$ cat config.mk
export PLATFORM = sky130hd
export DESIGN_NAME = alu_cmd_sequencer
export DESIGN_NICKNAME = d
export VERILOG_FILES = /design/src/rtl/alu_cmd_sequencer.sv
export SDC_FILE = /design/constraint.sdc
export NUM_CORES = 1
export LEC_CHECK = 0
export BUFFER_PORTS_ARGS = -buffer_cell sky130_fd_sc_hd__buf_2
export CORE_MARGIN = 4
export CORE_UTILIZATION = 45
export DETAILED_ROUTE_END_ITERATION = 6
export GPL_ROUTABILITY_DRIVEN = 0
export PLACE_DENSITY = 0.71
export SLEW_MARGIN = 15
export SYNTH_ARGS = -nofsm -noshare
export SYNTH_HDL_FRONTEND = slang
export SYNTH_SLANG_ARGS = --single-unit
$ cat constraint.sdc
create_clock -name clk -period 2.3 [get_ports clk]
set_input_delay 0.23 -clock clk [delete_from_list [all_inputs] [get_ports clk]]
set_output_delay 0.23 -clock clk [all_outputs]
set_load 0.02 [all_outputs]
$ cat src/rtl/alu_cmd_sequencer.sv
// alu_cmd_sequencer: issues commands to the external combinational 32-bit ALU.
// It chains up to three ALU passes to build 64-bit ADD/SUB, and folds the
// low-word carry in with a +1/-1 correction pass.
// Optional build macro ALU_SEQ_STICKY_EN adds the clr_sticky input and the
// sticky_ovf/sticky_carry outputs.
//
// state | meaning
// IDLE  | waiting for a command, cmd_ready high
// PASS1 | low word (or the only word) on the ALU
// PASS2 | high word on the ALU
// PASS3 | carry/borrow correction of the high word (+1 / -1)
// RESP  | response held on rsp_* until rsp_ready
module alu_cmd_sequencer #(
  parameter int ALU_WAIT = 0
) (
  input  logic        clk,
  input  logic        rst_n,
  input  logic        cmd_valid,
  output logic        cmd_ready,
  input  logic [2:0]  cmd_op,
  input  logic [31:0] cmd_a,
  input  logic [31:0] cmd_b,
  input  logic [31:0] cmd_a_hi,
  input  logic [31:0] cmd_b_hi,
  output logic [31:0] alu_a,
  output logic [31:0] alu_b,
  output logic [2:0]  alu_ctrl,
  input  logic [31:0] alu_result,
  input  logic        alu_overflow,
  input  logic        alu_carry,
  output logic        rsp_valid,
  input  logic        rsp_ready,
  output logic [31:0] rsp_lo,
  output logic [31:0] rsp_hi,
  output logic        rsp_carry,
  output logic        rsp_overflow,
`ifdef ALU_SEQ_STICKY_EN
  input  logic        clr_sticky,
  output logic        sticky_ovf,
  output logic        sticky_carry,
`endif
  output logic        rsp_err
);

  localparam logic [2:0] OP_ADD   = 3'b000;
  localparam logic [2:0] OP_SUB   = 3'b001;
  localparam logic [2:0] OP_ILL   = 3'b100;
  localparam logic [2:0] OP_ADD64 = 3'b110;

  localparam int CW = (ALU_WAIT > 0) ? $clog2(ALU_WAIT + 1) : 1;
  localparam logic [CW-1:0] WAIT_INIT = CW'(ALU_WAIT);

  typedef enum logic [2:0] {
    S_IDLE,
    S_PASS1,
    S_PASS2,
    S_PASS3,
    S_RESP
  } state_t;

  state_t        state, state_nxt;
  logic [CW-1:0] wait_cnt;
  logic [2:0]    op_q;
  logic [31:0]   a_hi_q, b_hi_q, lo_q;
  logic          c0_q, c1_q;
  logic          is64, is_sub, pass_done, need_p3, in_pass, ovf64;

  // Next-state decode and handshake outputs.
  always_comb begin
    state_nxt = state;
    cmd_ready = (state == S_IDLE);
    rsp_valid = (state == S_RESP);
    in_pass   = (state == S_PASS1) || (state == S_PASS2) || (state == S_PASS3);
    pass_done = (wait_cnt == '0);
    is64      = (op_q[2:1] == 2'b11);
    is_sub    = op_q[0];
    // ADD64 needs +1 when the low word carried; SUB64 needs -1 when it borrowed.
    need_p3   = (op_q == OP_ADD64) ? c0_q : ~c0_q;
    // The high word result is always on alu_result when a 64-bit op finishes.
    ovf64     = (is_sub ? (a_hi_q[31] != b_hi_q[31]) : (a_hi_q[31] == b_hi_q[31]))
                & (alu_result[31] != a_hi_q[31]);
    case (state)
      S_IDLE:  if (cmd_valid) state_nxt = (cmd_op == OP_ILL) ? S_RESP : S_PASS1;
      S_PASS1: if (pass_done) state_nxt = is64 ? S_PASS2 : S_RESP;
      S_PASS2: if (pass_done) state_nxt = need_p3 ? S_PASS3 : S_RESP;
      S_PASS3: if (pass_done) state_nxt = S_RESP;
      S_RESP:  if (rsp_ready) state_nxt = S_IDLE;
      default: state_nxt = S_IDLE;
    endcase
  end

  // State register.
  always_ff @(posedge clk or negedge rst_n) begin
    if (!rst_n) state <= S_IDLE;
    else        state <= state_nxt;
  end

  // Per-pass hold counter; reloads at the end of every pass.
  always_ff @(posedge clk or negedge rst_n) begin
    if (!rst_n)                     wait_cnt <= WAIT_INIT;
    else if (in_pass && !pass_done) wait_cnt <= wait_cnt - 1'b1;
    else                            wait_cnt <= WAIT_INIT;
  end

  // Command capture, ALU operand sequencing and response assembly.
  always_ff @(posedge clk or negedge rst_n) begin
    if (!rst_n) begin
      op_q         <= '0;
      a_hi_q       <= '0;
      b_hi_q       <= '0;
      lo_q         <= '0;
      c0_q         <= 1'b0;
      c1_q         <= 1'b0;
      alu_a        <= '0;
      alu_b        <= '0;
      alu_ctrl     <= '0;
      rsp_lo       <= '0;
      rsp_hi       <= '0;
      rsp_carry    <= 1'b0;
      rsp_overflow <= 1'b0;
      rsp_err      <= 1'b0;
    end else begin
      case (state)
        S_IDLE: if (cmd_valid) begin
          op_q   <= cmd_op;
          a_hi_q <= cmd_a_hi;
          b_hi_q <= cmd_b_hi;
          if (cmd_op == OP_ILL) begin
            rsp_lo       <= '0;
            rsp_hi       <= '0;
            rsp_carry    <= 1'b0;
            rsp_overflow <= 1'b0;
            rsp_err      <= 1'b1;
          end else begin
            alu_a    <= cmd_a;
            alu_b    <= cmd_b;
            alu_ctrl <= (cmd_op[2:1] == 2'b11) ? {2'b00, cmd_op[0]} : cmd_op;
          end
        end
        S_PASS1: if (pass_done) begin
          if (is64) begin
            lo_q  <= alu_result;
            c0_q  <= alu_carry;
            alu_a <= a_hi_q;
            alu_b <= b_hi_q;
          end else begin
            rsp_lo       <= alu_result;
            rsp_hi       <= '0;
            rsp_carry    <= alu_carry;
            rsp_overflow <= ((op_q == OP_ADD) || (op_q == OP_SUB)) ? alu_overflow : 1'b0;
            rsp_err      <= 1'b0;
          end
        end
        S_PASS2: if (pass_done) begin
          if (need_p3) begin
            c1_q  <= alu_carry;
            alu_a <= alu_result;
            alu_b <= 32'd1;
          end else begin
            // Skipped correction: c2 is 0 for ADD64 and 1 for SUB64, so carry = c1.
            rsp_lo       <= lo_q;
            rsp_hi       <= alu_result;
            rsp_carry    <= alu_carry;
            rsp_overflow <= ovf64;
            rsp_err      <= 1'b0;
          end
        end
        S_PASS3: if (pass_done) begin
          rsp_lo       <= lo_q;
          rsp_hi       <= alu_result;
          rsp_carry    <= is_sub ? (c1_q & alu_carry) : (c1_q | alu_carry);
          rsp_overflow <= ovf64;
          rsp_err      <= 1'b0;
        end
        default: ;
      endcase
    end
  end

`ifdef ALU_SEQ_STICKY_EN
  // Sticky flags accumulate over response handshakes; clear beats set.
  always_ff @(posedge clk or negedge rst_n) begin
    if (!rst_n) begin
      sticky_ovf   <= 1'b0;
      sticky_carry <= 1'b0;
    end else if (clr_sticky) begin
      sticky_ovf   <= 1'b0;
      sticky_carry <= 1'b0;
    end else if (rsp_valid && rsp_ready) begin
      sticky_ovf   <= sticky_ovf | rsp_overflow;
      sticky_carry <= sticky_carry | rsp_carry;
    end
  end
`endif

endmodule

==> qor.yml, run 1 <==
finish:
  utilization_pct: 65.0
  final_nets: 1479
  drive_gt1_share_pct: 36.2
  final_cells: 1609
  area_delta_synth_final_pct: 41.6
detailed_routing:
  drc: 0
  vias_per_cell: 5.23
  ant_nets: 0
  dr.pass1.iters: 5
  post_drt_wl_per_cell_microns: 18.0
  drt_iter0_drc: 469
  vias: 8415
  wl_mm: 28.9
sta:
  fin_worst_skew_ns: 0.0191
  period_share_pct: 95.8
  tightest_slew_ns: 0.628
  setup_viol: 0
  fmax_mhz: 454
  relSlewSlack_pct: 58.2
  tns_ns: 0
  rsz0062_at_grt: "no"
  finalHoldViolCount: 0
  drv_slew: 0
  whs_ns: 0.00247
  fin_crit_ns: 2.20
pwr:
  power.density_mw_per_mm2: 1300
  vdd_drop_max_mv: 0.707
  power.total_mw: 18.5
  leakage_nw: 6.84
setup_path:
  worst_r2r_path_depth: 6
  crit_type: "reg -> reg"
  r2r_slack_ns: 0.1
  r2r_start: "state[1]$_DFFE_PN0P_"
  arrival_ns: 2.62
  cp_max_fo: 98
  crit_required_ns: 2.72
  startpoint_type: "register"
  worst_setup_path_end_kind: "register"
  r2r_end: "alu_b[4]$_DFFE_PN0P_"
floorplan:
  die-area_sq_mm: 0.0248
  ios: 305
  initial_core_util_pct: 45.9
  die_y_microns: 157
  fp.dieW_microns: 157
  rows: 54
  core_area_sq_mm: 0.0219
cts:
  cts_buffer_depth: 3
  cts_root_buf: "clkbuf_16"
  clock-sinks: 239
  clkSlewWorstSetupHoldPaths_ns: 0.06
  cts_tree: "done"
  clkLatencyLatePin_ns: 0.52
  h-tree-depth: 1
  postCtsSetupBuffers: 0
  cts_made_buffers: 26
yosys:
  seq_area_frac_synth_pct: 59.5
  ys_ff_latch: 239
  avgSynthCellArea_sq_um: 11.3
  synth_edf_count: 0
  async_reset_ff_share_pct: 100
  yosysWarnings: 0
  synth_nets: 1061
  synth_cell_types: 41
  synth_top_flop_cell: "dfrtp_1"
  netlist_area_sq_mm: 0.0100
  syn_inst: 892
global_route:
  overflow: 0
  antenna_found_initial: 3
  first_global_vias: 8696
  grt_max_degree: 99
  grt_pass1_wl_mm: 45.3
  grt_usage_pct: 22.7
hold_path:
  min_path_cells: 3
  hold_path.class: "in -> reg"
  worstHoldStart: "cmd_b[27]"
  worstHoldEndpoint: "alu_b[27]$_DFFE_PN0P_"
run_status:
  outcome: "completed"
placement:
  place_inst: 1429
  dp_hpwl_mm: 18.5
  port_buffers: 304
job:
  cap_viol_max_count: 0
## metrics by stage
step	cell area [sq um]	setup WS, ns
finish	14200	0.0973
global route	14200	0.0391
CTS	14200	0.175
detailed placement	12000	0.197
global placement	12000	0.258
floorplan	10000	0.138
## power breakdown
part	total [mW]	internal (mW)	switching, mW	leakage, nW
sequential	6.90	5.94	0.959	3.03
combinational	7.15	2.95	4.20	3.34
clock	4.49	2.83	1.66	0.469
## area by class of cell
type | count | area [sq um]
Clock inverter | 9 | 145
Inverter | 5 | 18.8
Clock buffer | 37 | 793
Timing Repair Buffer | 461 | 3220
Multi-Input combinational cell | 577 | 3720
Fill cell | 1698 | 7660
Tap cell | 280 | 350
Antenna cell | 1 | 2.50
Sequential cell | 239 | 5980
## cells by family after synthesis
logic type,share of synthesized area (%)
muxes,11.3
other,0.0373
xor gates and xnor gates,0.262
buffers and inverters,3.98
and+or+nand+nor,7.72
DFF,59.5
AOI/OAI and AO/OA,17.2
## flip-flops by register name, summed over array words and instances, names as in the netlist
signal,flops
state,3
alu_b,32
op_q,3
c1_q,1
b_hi_q,32
rsp_err,1
rsp_carry,1
a_hi_q,32
rsp_lo,32
lo_q,32
alu_ctrl,3
wait_cnt,1
c0_q,1
rsp_hi,32
rsp_overflow,1
alu_a,32
## critical path, stage by stage (launching register included)
cell and delay [ns]:
dfrtp_1 0.60, nor3b_4 0.10, clkbuf_16 0.27, nor2_4 0.19
buf_4 0.42, a22oi_1 0.14, o21ai_0 0.22
## synthesized netlist by cell type (all sizes together) (2+ instances only)
cell type  number  area (sq um)
dfrtp         239          5980
nand2         173           649
o21ai         133           666
mux2          100          1130
a22oi          63           473
buf            38           253
a21oi          34           170
a22o           33           289
clkbuf         33           129
nor2            7          31.3
inv             5          18.8
nor2b           3          18.8
nor3            3          15.0
a32oi           2          17.5
and2            2          12.5
nand3b          2          15.0
o21a            2          15.0
xor2            2          17.5
## per-layer routing
metal,GRT usage [%],wire length (microns)
met1,29.0,11600
met5,0,27
met2,38.1,14100
met4,7.74,868
met3,5.28,2280
## how the worst max path moves through the flow
| stage | start | endpoint | slack (ns) | cells after the start |
|---|---|---|---|---|
| floorplan | state[1]$_DFFE_PN0P_ | a_hi_q[0]$_DFFE_PN0P_ | 0.14 | 6 |
| finish | state[1]$_DFFE_PN0P_ | alu_b[4]$_DFFE_PN0P_ | 0.1 | 6 |
| detailed placement | state[1]$_DFFE_PN0P_ | alu_b[6]$_DFFE_PN0P_ | 0.20 | 6 |
| CTS | state[1]$_DFFE_PN0P_ | alu_b[19]$_DFFE_PN0P_ | 0.18 | 6 |
| global placement | state[1]$_DFFE_PN0P_ | alu_a[30]$_DFFE_PN0P_ | 0.26 | 6 |
| global route | state[1]$_DFFE_PN0P_ | rsp_lo[26]$_DFFE_PN0P_ | 0.04 | 7 |
## layout by cell type (no fill, tap or decap), drive strengths merged, types with 2 or more instances in the layout
master       count
a21oi           34
a22o            33
a22oi           63
a32oi            2
and2             2
buf            327
bufinv           4
clkbuf          38
clkinv           5
dfrtp          239
dlygate4sd3    133
inv              5
mux2           100
nand2          173
nand3b           2
nor2             7
nor2b            3
nor3             3
o21a             2
o21ai          133
xor2             2
## timing repair
action | in CTS | in global routing
endpoints found under the hold margin | 215 | 0
gates resized for setup | 0 | 3
setup endpoints to repair | 0 | 1
hold buffers | 133 | 0
Power figures use the tool's default switching activity.
==> inputs of run 2 (changes only) <==
--- a/config.mk
+++ b/config.mk
@@ -6,11 +6,14 @@
 export NUM_CORES = 1
 export LEC_CHECK = 0
 export BUFFER_PORTS_ARGS = -buffer_cell sky130_fd_sc_hd__buf_2
+export CELL_PAD_IN_SITES_DETAIL_PLACEMENT = 0
+export CELL_PAD_IN_SITES_GLOBAL_PLACEMENT = 1
 export CORE_MARGIN = 4
-export CORE_UTILIZATION = 45
+export CORE_UTILIZATION = 40
 export DETAILED_ROUTE_END_ITERATION = 6
 export GPL_ROUTABILITY_DRIVEN = 0
-export PLACE_DENSITY = 0.71
+export PLACE_DENSITY_LB_ADDON = 0.1
+export SETUP_SLACK_MARGIN = 0.4
 export SLEW_MARGIN = 15
 export SYNTH_ARGS = -nofsm -noshare
 export SYNTH_HDL_FRONTEND = slang
==> qor.yml, run 2 (same netlist as run 1, synthesis figures left out) <==
pwr:
  leakage_nw: 7.17  # +4.9%
  power.total_mw: 19.6  # +5.6%
  power.density_mw_per_mm2: 1310  # +0.36%
  vdd_drop_max_mv: 0.631  # -11%
sta:
  whs_ns: 0.00793  # +0.00546 ns
  finalHoldViolCount: 0  # unchanged
  relSlewSlack_pct: 65.4  # +7.3 points
  tns_ns: 0  # unchanged
  fin_crit_ns: 1.90  # -0.307 ns
  fin_worst_skew_ns: 0.0204  # +0.00132 ns
  rsz0062_at_grt: "yes"
  drv_slew: 0  # unchanged
  period_share_pct: 82.4  # -13 points
  setup_viol: 0  # unchanged
  fmax_mhz: 528  # +16%
  tightest_slew_ns: 0.519  # -0.109 ns
  worst_slack_ns: 0.405  # +0.307 ns
setup_path:
  r2r_slack_ns: 0.40  # +0.31 ns
  crit_path_max_incr_delay_ns: 0.46  # -0.14 ns
  cp.depth: 8  # +2
  startpoint_type: "register"
  crit_type: "reg -> reg"
  crit_required_ns: 2.70  # -0.02 ns
  critPathTopFamily: "buffers and inverters"
  worst_setup_path_end_kind: "register"
  worst_r2r_path_depth: 8  # +2
  crit_chain: "buf_6, o21a_1, nor3_4, o2111ai_4, buf_12, clkbuf_16, nand2_1, o21ai_0"
  arrival_ns: 2.30  # -0.32 ns
  cp_max_fo: 20  # -80%
  crit_path_top_delay_cell: "dfrtp_2"
  worst-path-buf-inv: 3  # +1
floorplan:
  core_area_sq_mm: 0.0245  # +12%
  fp.dieW_microns: 167  # +5.8%
  die_y_microns: 167  # +5.8%
  rows: 57  # +5.6%
  initial_core_util_pct: 41.0  # -4.9 points
  die-area_sq_mm: 0.0277  # +12%
  ios: 305  # unchanged
global_route:
  grt_pass1_wl_mm: 49.3  # +8.6%
  overflow: 0  # unchanged
  grt_max_degree: 73  # -26%
  first_global_vias: 8838  # +1.6%
  grt_usage_pct: 21.8  # -0.88 points
  antenna_found_initial: 2  # -1
cts:
  h-tree-depth: 1  # unchanged
  clock-sinks: 239  # unchanged
  clkLatencyLatePin_ns: 0.54  # +0.02 ns
  clkSlewWorstSetupHoldPaths_ns: 0.06  # about the same
  cts_buffer_depth: 3  # unchanged
  cts_made_buffers: 27  # +3.8%
  cts_root_buf: "clkbuf_16"
  cts_tree: "done"
detailed_routing:
  drc: 0  # unchanged
  post_drt_wl_per_cell_microns: 19.5  # +8.8%
  vias: 8677  # +3.1%
  drt_iter0_drc: 530  # +13%
  dr.pass1.iters: 5  # unchanged
  wl_mm: 33.4  # +16%
  ant_nets: 0  # unchanged
  vias_per_cell: 5.08  # -2.9%
hold_path:
  hold_path.class: "in -> reg"
  min_path_cells: 3  # unchanged
placement:
  dp_hpwl_mm: 18.8  # +2.1%
  place_ws_ns: 0.135  # -0.0617 ns
  port_buffers: 304  # unchanged
run_status:
  outcome: "completed"
finish:
  final_nets: 1534  # +3.7%
  area_delta_synth_final_pct: 49.0
  fill_cells: 2086  # +23%
  regArea_sq_mm: 0.00598  # about the same
  layout_common_cells: "303 x buf_2, 236 x dfrtp_1, 172 x nand2_1"
  utilization_pct: 61.0  # -4.0 points
  num_antenna_cells: 0  # -1
  drive_gt1_share_pct: 38.1  # +1.9 points
  final_common_cell: "buf_2"
  multi_input_area_sq_mm: 0.00382  # +2.8%
job:
  cap_viol_max_count: 0  # unchanged
==> run 2: changes by cell type in the layout (fill, tap and decap cells not counted), moves of 3 or more <==
cell | before | now
o21ai_1 | 27 | 38
clkbuf_16 | 28 | 35
buf_16 | 0 | 3
buf_4 | 10 | 24
dfrtp_1 | 239 | 236
buf_6 | 0 | 6
dlygate4sd3_1 | 133 | 153
o21ai_0 | 106 | 95
dfrtp_2 | 0 | 3
bufinv_16 | 4 | 0
clkinv_2 | 5 | 10
==> run 2: what timing repair did <==
action / CTS / global route
setup buffers: 5 / 14
hold buffers: 153 / 0
gates cloned: 4 / 10
gates resized for setup: 13 / 31
pin swaps: 3 / 8
hold endpoints to repair: 421 / 0
setup endpoints to repair: 186 / 169
==> run 2: worst paths after layout <==
check                                              end                  from
worst max-delay path            rsp_hi[17]$_DFFE_PN0P_  state[0]$_DFFE_PN0P_
worst min-delay path             rsp_hi[0]$_DFFE_PN0P_         alu_result[0]
worst max register to register  rsp_hi[17]$_DFFE_PN0P_  state[0]$_DFFE_PN0P_
worst min register to register    alu_b[3]$_DFFE_PN0P_  alu_b[3]$_DFFE_PN0P_
max in group asynchronous       rsp_lo[14]$_DFFE_PN0P_                 rst_n
min in group asynchronous       rsp_hi[17]$_DFFE_PN0P_                 rst_n
==> run 2: cell type report <==
type                       count  area share (%)
inverter                       5           0.125
clock inverter                11           0.393
tap                          324            2.71
timing repair buffer         513            25.9
multi-input combinational    579            25.5
clock buffer                  38            5.32
sequential                   239            40.0
==> run 2: per-stage QoR <==
step                cells  instance area [sq um]
floorplan             892                  10100
detailed placement   1474                  12000
global route         1709                  15000
CTS                  1685                  14600
global placement     1474                  12000
finish               1709                  15000
==> run 2: worst register-to-register path: stages (launching register included) <==
cell	delay, ns
dfrtp_2	0.46
buf_6	0.15
o21a_1	0.20
nor3_4	0.23
o2111ai_4	0.17
buf_12	0.20
clkbuf_16	0.19
nand2_1	0.07
o21ai_0	0.08
==> run 2: where the power goes <==
part	switching [mW]	total (mW)	internal, mW
clock	1.72	4.12	2.40
combinational	4.81	8.54	3.72
sequential	0.965	6.91	5.95
total	7.50	19.6	12.1
==> run 2: layer usage <==
layer | up-vias | global-route usage [%] | wire length, microns
met4 | 4 | 7.58 | 1210
met2 | 302 | 36.0 | 16300
li1 | 4118 | - | -
met3 | 72 | 5.24 | 2110
met5 | - | 0 | 26
met1 | 4181 | 28.2 | 13800
